### src/rtl/registro_arranque_multicanal_pkg.sv
// Shared encodings for the multichannel start-register bank: channel FSM states
// and the command bytes accepted on a channel write.
package arranque_pkg;

    typedef enum logic {
        ST_IDLE = 1'b0,
        ST_RUN  = 1'b1
    } canal_estado_t;

    localparam logic [7:0] CMD_START = 8'h01;
    localparam logic [7:0] CMD_STOP  = 8'h00;

endpackage

### src/rtl/registro_arranque_multicanal_if.sv
// Processor output/input port bus seen by the start-register bank.
// The processor side is the master; the register bank is the slave.
interface registro_arranque_multicanal_if;

    logic [7:0] port_id;
    logic [7:0] port_out;
    logic [7:0] port_in;
    logic       W_Strobe;
    logic       R_Strobe;

    modport master (
        output port_id,
        output port_out,
        output W_Strobe,
        output R_Strobe,
        input  port_in
    );

    modport slave (
        input  port_id,
        input  port_out,
        input  W_Strobe,
        input  R_Strobe,
        output port_in
    );

endinterface

### src/rtl/registro_arranque_multicanal_canal.sv
// One start channel: IDLE/RUN FSM, sticky done flag and, when ARRANQUE_TIMEOUT_EN
// is defined, a RUN-cycle counter with a sticky timeout flag.
module arranque_canal #(
    parameter int TIMEOUT_W   = 16,
    parameter int TIMEOUT_MAX = 50000
) (
    input  logic       clk,
    input  logic       rst_n,
    input  logic       i_wr,
    input  logic [7:0] i_data,
    input  logic       i_listo,
    input  logic       i_clr,
    output logic       o_run,
    output logic       o_done,
    output logic       o_tout
);

    import arranque_pkg::*;

    canal_estado_t r_estado;
    canal_estado_t w_estado_sig;
    logic          w_fin_listo;
    logic          w_fin_tout;
    logic          w_timeout;
    logic          r_done;

    if (TIMEOUT_MAX < 2 || TIMEOUT_MAX > (2 ** TIMEOUT_W) - 1) begin : g_param_err
        $error("arranque_canal: TIMEOUT_MAX out of range for TIMEOUT_W");
    end

    always_ff @(posedge clk or negedge rst_n) begin
        if (!rst_n) begin
            r_estado <= ST_IDLE;
        end else begin
            r_estado <= w_estado_sig;
        end
    end

    // listo wins over timeout, timeout wins over an abort write
    always_comb begin
        w_estado_sig = r_estado;
        w_fin_listo  = 1'b0;
        w_fin_tout   = 1'b0;
        case (r_estado)
            ST_IDLE: begin
                if (i_wr && i_data == CMD_START) begin
                    w_estado_sig = ST_RUN;
                end
            end
            ST_RUN: begin
                if (i_listo) begin
                    w_estado_sig = ST_IDLE;
                    w_fin_listo  = 1'b1;
                end else if (w_timeout) begin
                    w_estado_sig = ST_IDLE;
                    w_fin_tout   = 1'b1;
                end else if (i_wr && i_data == CMD_STOP) begin
                    w_estado_sig = ST_IDLE;
                end
            end
            default: begin
                w_estado_sig = ST_IDLE;
            end
        endcase
    end

    // a new completion on the same edge as a status read survives the clear
    always_ff @(posedge clk or negedge rst_n) begin
        if (!rst_n) begin
            r_done <= 1'b0;
        end else if (w_fin_listo) begin
            r_done <= 1'b1;
        end else if (i_clr) begin
            r_done <= 1'b0;
        end
    end

`ifdef ARRANQUE_TIMEOUT_EN
    localparam logic [TIMEOUT_W-1:0] LP_ULTIMO = TIMEOUT_W'(TIMEOUT_MAX - 1);

    logic [TIMEOUT_W-1:0] r_cuenta;
    logic                 r_tout;

    // held at zero while idle, so every start begins counting from 0
    always_ff @(posedge clk or negedge rst_n) begin
        if (!rst_n) begin
            r_cuenta <= '0;
        end else if (r_estado == ST_IDLE || w_estado_sig == ST_IDLE) begin
            r_cuenta <= '0;
        end else begin
            r_cuenta <= r_cuenta + 1'b1;
        end
    end

    always_ff @(posedge clk or negedge rst_n) begin
        if (!rst_n) begin
            r_tout <= 1'b0;
        end else if (w_fin_tout) begin
            r_tout <= 1'b1;
        end else if (i_clr) begin
            r_tout <= 1'b0;
        end
    end

    assign w_timeout = (r_cuenta == LP_ULTIMO);
    assign o_tout    = r_tout;
`else
    assign w_timeout = 1'b0;
    assign o_tout    = 1'b0;
`endif

    assign o_run  = (r_estado == ST_RUN);
    assign o_done = r_done;

endmodule

### src/rtl/registro_arranque_multicanal.sv
// Bank of N_CH start registers on the 8-bit port bus, with clear-on-read status
// and interrupt. Optional per-channel timeout enabled by ARRANQUE_TIMEOUT_EN.
module registro_arranque_multicanal #(
    parameter int         N_CH        = 4,
    parameter logic [7:0] BASE_ID     = 8'h10,
    parameter logic [7:0] STATUS_ID   = 8'h1F,
    parameter int         TIMEOUT_W   = 16,
    parameter int         TIMEOUT_MAX = 50000
) (
    input  logic                           clk,
    input  logic                           rst_n,
    registro_arranque_multicanal_if.slave  bus,
    input  logic [N_CH-1:0]                listo,
    output logic [N_CH-1:0]                dato_salida,
    output logic                           busy,
    output logic                           irq
);

    import arranque_pkg::*;

    logic [N_CH-1:0] w_wr;
    logic [N_CH-1:0] w_done;
    logic [N_CH-1:0] w_tout;
    logic [3:0]      w_done4;
    logic [3:0]      w_tout4;
    logic            w_clr;
    logic            r_irq;

    if (N_CH < 1 || N_CH > 4) begin : g_nch_err
        $error("registro_arranque_multicanal: N_CH must be 1..4");
    end
    if (STATUS_ID >= BASE_ID && 32'(STATUS_ID) < 32'(BASE_ID) + N_CH) begin : g_id_err
        $error("registro_arranque_multicanal: STATUS_ID overlaps channel ports");
    end

    assign w_clr = bus.R_Strobe && (bus.port_id == STATUS_ID);

    for (genvar g = 0; g < N_CH; g++) begin : g_canal
        localparam logic [7:0] LP_ID = 8'(BASE_ID + g);

        assign w_wr[g] = bus.W_Strobe && (bus.port_id == LP_ID);

        arranque_canal #(
            .TIMEOUT_W   (TIMEOUT_W),
            .TIMEOUT_MAX (TIMEOUT_MAX)
        ) u_canal (
            .clk     (clk),
            .rst_n   (rst_n),
            .i_wr    (w_wr[g]),
            .i_data  (bus.port_out),
            .i_listo (listo[g]),
            .i_clr   (w_clr),
            .o_run   (dato_salida[g]),
            .o_done  (w_done[g]),
            .o_tout  (w_tout[g])
        );
    end

    always_comb begin
        w_done4             = '0;
        w_tout4             = '0;
        w_done4[N_CH-1:0]   = w_done;
        w_tout4[N_CH-1:0]   = w_tout;
    end

    // read mux shows pre-clear flags during the clearing cycle
    always_comb begin
        bus.port_in = 8'h00;
        if (bus.port_id == STATUS_ID) begin
            bus.port_in = {w_tout4, w_done4};
        end
        for (int i = 0; i < N_CH; i++) begin
            if (bus.port_id == 8'(BASE_ID + i)) begin
                bus.port_in = {7'b0, dato_salida[i]};
            end
        end
    end

    always_ff @(posedge clk or negedge rst_n) begin
        if (!rst_n) begin
            r_irq <= 1'b0;
        end else begin
            r_irq <= |{w_done, w_tout};
        end
    end

    assign busy = |dato_salida;
    assign irq  = r_irq;

endmodule

### src/flat_wrapper.sv
// flat-port wrapper written by rule: the top's interface ports become plain ports
module registro_arranque_multicanal_flat import arranque_pkg::*;
#(
    parameter int         N_CH        = 4,
    parameter logic [7:0] BASE_ID     = 8'h10,
    parameter logic [7:0] STATUS_ID   = 8'h1F,
    parameter int         TIMEOUT_W   = 16,
    parameter int         TIMEOUT_MAX = 50000
)
  (clk, rst_n, listo, dato_salida, busy, irq, bus_port_id, bus_port_out, bus_W_Strobe, bus_R_Strobe, bus_port_in);
  registro_arranque_multicanal_if bus_i ();
  input  logic clk;
  input  logic rst_n;
  input  logic [N_CH-1:0] listo;
  output logic [N_CH-1:0] dato_salida;
  output logic busy;
  output logic irq;
  input wire logic [$bits(bus_i.port_id)-1:0] bus_port_id;
  input wire logic [$bits(bus_i.port_out)-1:0] bus_port_out;
  input wire logic [$bits(bus_i.W_Strobe)-1:0] bus_W_Strobe;
  input wire logic [$bits(bus_i.R_Strobe)-1:0] bus_R_Strobe;
  output wire logic [$bits(bus_i.port_in)-1:0] bus_port_in;
  assign bus_i.port_id = bus_port_id;
  assign bus_i.port_out = bus_port_out;
  assign bus_i.W_Strobe = bus_W_Strobe;
  assign bus_i.R_Strobe = bus_R_Strobe;
  assign bus_port_in = bus_i.port_in;
  registro_arranque_multicanal #(.N_CH(N_CH), .BASE_ID(BASE_ID), .STATUS_ID(STATUS_ID), .TIMEOUT_W(TIMEOUT_W), .TIMEOUT_MAX(TIMEOUT_MAX)) u_core (.clk(clk), .rst_n(rst_n), .bus(bus_i), .listo(listo), .dato_salida(dato_salida), .busy(busy), .irq(irq));
endmodule
### config.mk
export PLATFORM = sky130hd
export DESIGN_NAME = registro_arranque_multicanal_flat
export DESIGN_NICKNAME = d
export VERILOG_FILES = /design/src/rtl/registro_arranque_multicanal_pkg.sv /design/src/rtl/registro_arranque_multicanal_if.sv /design/src/rtl/registro_arranque_multicanal_canal.sv /design/src/rtl/registro_arranque_multicanal.sv /design/src/flat_wrapper.sv
export SDC_FILE = /design/constraint.sdc
export NUM_CORES = 1
export LEC_CHECK = 0
export CAP_MARGIN = 10
export CORE_MARGIN = 3
export CORE_UTILIZATION = 35
export CTS_CLUSTER_SIZE = 14
export DETAILED_ROUTE_END_ITERATION = 8
export HOLD_SLACK_MARGIN = 0.15
export PLACE_DENSITY = 0.77
export SYNTH_ARGS = -nofsm -noshare
export SYNTH_HDL_FRONTEND = slang
export SYNTH_SLANG_ARGS = --single-unit
export TNS_END_PERCENT = 50
### constraint.sdc
create_clock -name clk -period 1.8 [get_ports clk]
set_input_delay 0.36 -clock clk [delete_from_list [all_inputs] [get_ports clk]]
set_output_delay 0.36 -clock clk [all_outputs]
set_load 0.005 [all_outputs]
==> metrics.yaml <==
drv_cap: 0
vdd_drop_max_v: 0.0004940
highest_layer: "met4"
multi_input_area_um2: 372.9
critPathMaxFanout: 3
hold_class: "input port to asynchronous set/reset pin"
yosysWarnings: 0
numCtsBuffers: 3
critPathKind: "input port to output port"
synth.cell_area_um2: 610.6
synthXorXnorAreaFrac: 0
cts_sinks: 9
crit_buf_inv: 5
ys_types: 25
placed_area_um2: 998.5
ff2ff_setup_slack_ns: 0.76
antenna_found_initial: 0
r2r_start: "u_core.g_canal[2].u_canal.o_done"
cts_max_level: 1
timing.rr.end: "u_core.irq"
p_leak_nw: 0.5556
grt_pass1_wl_mm: 2.587
avgSynthCellArea_um2: 9.251
numPortBuffers: 33
antenna_left: 0
drt_wl_total_mm: 1.693
initial_core_util: 0.3873
drc_errors: 0
drv_slew: 0
m1WireLength_um: 659
place.gp.congestion: 0.7638
fin_crit_sh: 1.142
design.core.area_um2: 1577
synth_top_area_frac: 0.3689
status: "finished, violations left"
die_w_um: 47.77
drtPass1Iterations: 2
cpLargestDelayFamily: "simple AND/OR/NAND/NOR gates"
setup_ws_ns: -0.2553
synth_compound_area_frac: 0.1189
cts_buffer_depth: 2
synthAdderAreaFrac: 0
first_iter_violations: 2
slowest_stage: "or4b_4"
synthMuxAreaShare: 0.06557
yosys_register_bits: 9
yosysSeqAreaShare: 0.3689
die_h_um: 47.77
crit_arrival_ns: 1.70
yosys-top-cells-area: "dfrtp_1 (37%), buf_4 (9.8%), nand2_1 (9.2%)"
met3_length_um: 173
met2WireLength_um: 855
vias: 654
insertedDiodeCount: 0
syn2layout_area_growth_pct: 79.10
grt_pass1_vias: 649
post-route-min-period_ns: 2.055
start_kind: "input port"
synth_top_family_by_area: "simple AND/OR/NAND/NOR gates"
fmax_ghz: 0.4865
drive_gt1_frac: 0.3421
critPathCaptureType: "output port"
setup_viol: 4
wl_per_cell_um: 13.02
cp_common_cell: "buf_6"
grt_max_degree: 10
grt_overflow: 0
fin_area_um2: 1094
grtUsageTotal: 0.1613
cp_slowest_stage_delay_ns: 0.54
ctsRootBufferMaster: "clkbuf_4"
rows: 14
postSynthCellCount: 66
skew_ns: 0.006620
violations: "negative setup slack"
clk_latency_ns: 0.26
clkTransAtPathRegs_ns: 0.07
r2r_cells: 1
path_cells: "buf_6 -> or4b_4 -> buf_6 -> nor3_4 -> buf_6 -> buf_6 -> and2_4 -> buf_6"
avgViaCountPerCell: 5.031
nFillCells: 123
hold_viol: 0
synth-simple-area-share: 0.3361
tritoncts: "built"
power.density_nw_per_um2: 414.5
dpl.hpwl_mm: 1.338
die_area_um2: 2282
register_area_um2: 225.2
rsz0062_at_grt: "yes"
worstPathRequired_ns: 1.44
final_util: 0.6937
nets: 139
yosysTopAreaCell: "dfrtp_1"
pin_count: 38
==> worst max-delay path by stage <==
stage | startpoint | slack, ns | cells past startpoint | to
floorplan | bus_port_id[7] | 0.04 | 4 | bus_port_in[0]
global placement | bus_port_id[7] | -0.90 | 6 | bus_port_in[0]
detailed placement | bus_port_id[7] | -0.94 | 6 | bus_port_in[0]
CTS | bus_port_id[5] | -0.27 | 7 | bus_port_in[0]
global route | bus_port_id[5] | -0.32 | 8 | bus_port_in[1]
finish | bus_port_id[5] | -0.26 | 8 | bus_port_in[1]
==> metrics by stage <==
stage / setup slack [ns] / setup TNS [ns] / total power (W) / instances / hold WS [ns]
floorplan: 0.04341 / 0 / 0.0002337 / 69 / 0.06441
global placement: -0.8962 / -5.633 / 0.0002978 / 121 / 0.4846
detailed placement: -0.9364 / -6.058 / 0.0002995 / 121 / 0.4805
CTS: -0.2736 / -0.9895 / 0.0004596 / 130 / 0.3989
global route: -0.3222 / -1.201 / 0.0004805 / 130 / 0.3984
finish: -0.2553 / -0.8985 / 0.0004533 / 130 / 0.3974
==> cells in the mapped netlist, drive strengths merged <==
cell type,instances
nand2,15
dfrtp,9
buf,8
a22o,4
mux2i,4
and2,3
nor3,3
nor2,2
nor3b,2
or4,2
a22oi,1
clkbuf,1
conb,1
nand2b,1
nand3b,1
nand4b,1
nor4,1
nor4b,1
o211a,1
o211ai,1
o21a,1
o21ai,1
or3,1
or4b,1
==> logic make-up (layout without fill, tap and decap cells) <==
| logic type | Yosys count | after routing |
|---|---|---|
| buffers and inverters | 9 | 54 |
| multiplexers | 4 | 4 |
| flip-flops | 9 | 9 |
| AO/OA/AOI/OAI | 9 | 9 |
| AND/OR/NAND/NOR | 34 | 34 |
| other | 1 | 4 |
==> area by class of cell <==
| type | instances | area share |
|---|---|---|
| Sequential cell | 9 | 0.2059 |
| Clock inverter | 1 | 0.004577 |
| Timing Repair Buffer | 50 | 0.4096 |
| Multi-Input combinational cell | 51 | 0.3410 |
| Clock buffer | 3 | 0.02059 |
| Tap cell | 16 | 0.01831 |
==> cells in the final DEF, fill, tap and decap left out <==
cell type	netlist	final
a22o_1	4	4
a22oi_2	0	1
and2_1	3	1
and2_4	0	2
buf_2	0	4
buf_4	8	12
buf_6	0	8
clkbuf_2	0	2
clkbuf_4	0	3
clkdlybuf4s50_1	0	22
clkinv_2	0	1
conb_1	1	4
dfrtp_1	9	9
dlygate4sd2_1	0	2
mux2i_1	4	4
nand2_1	15	14
nand2_4	0	1
nand2b_1	1	1
nand3b_1	1	1
nand4b_4	1	1
nor2_1	2	2
nor3_1	2	1
nor3_4	0	2
nor3b_1	2	1
nor3b_2	0	1
nor4_1	1	1
nor4b_1	1	1
o211a_1	1	1
o211ai_1	1	1
o21a_1	1	1
o21ai_0	1	1
or3_1	1	1
or4_1	2	2
or4b_4	1	1
==> per-layer routing <==
layer / GRT usage / vias up
li1: - / 322
met1: 0.1856 / 300
met2: 0.2902 / 30
met3: 0.04135 / 2
met4: 0.04839 / 0
met5: 0 / -
==> state kept, by name, indices dropped and copies added, names as in the netlist <==
| signal | count |
|---|---|
| u_core.g_canal.u_canal.o_run | 4 |
| u_core.irq | 1 |
| u_core.g_canal.u_canal.o_done | 4 |
==> power breakdown <==
part           switching (W)  internal (W)
sequential        0.00000106      0.000204
clock              0.0000734     0.0000819
combinational      0.0000344     0.0000585
==> timing repair <==
| item | in CTS | in global routing |
|---|---|---|
| endpoints found under the setup margin | 12 | 10 |
| pin swaps | 6 | 4 |
| hold buffers | 0 | 0 |
| buffers inserted | 5 | 0 |
| gates resized for setup | 43 | 7 |
(Power assumes the default switching activity.)
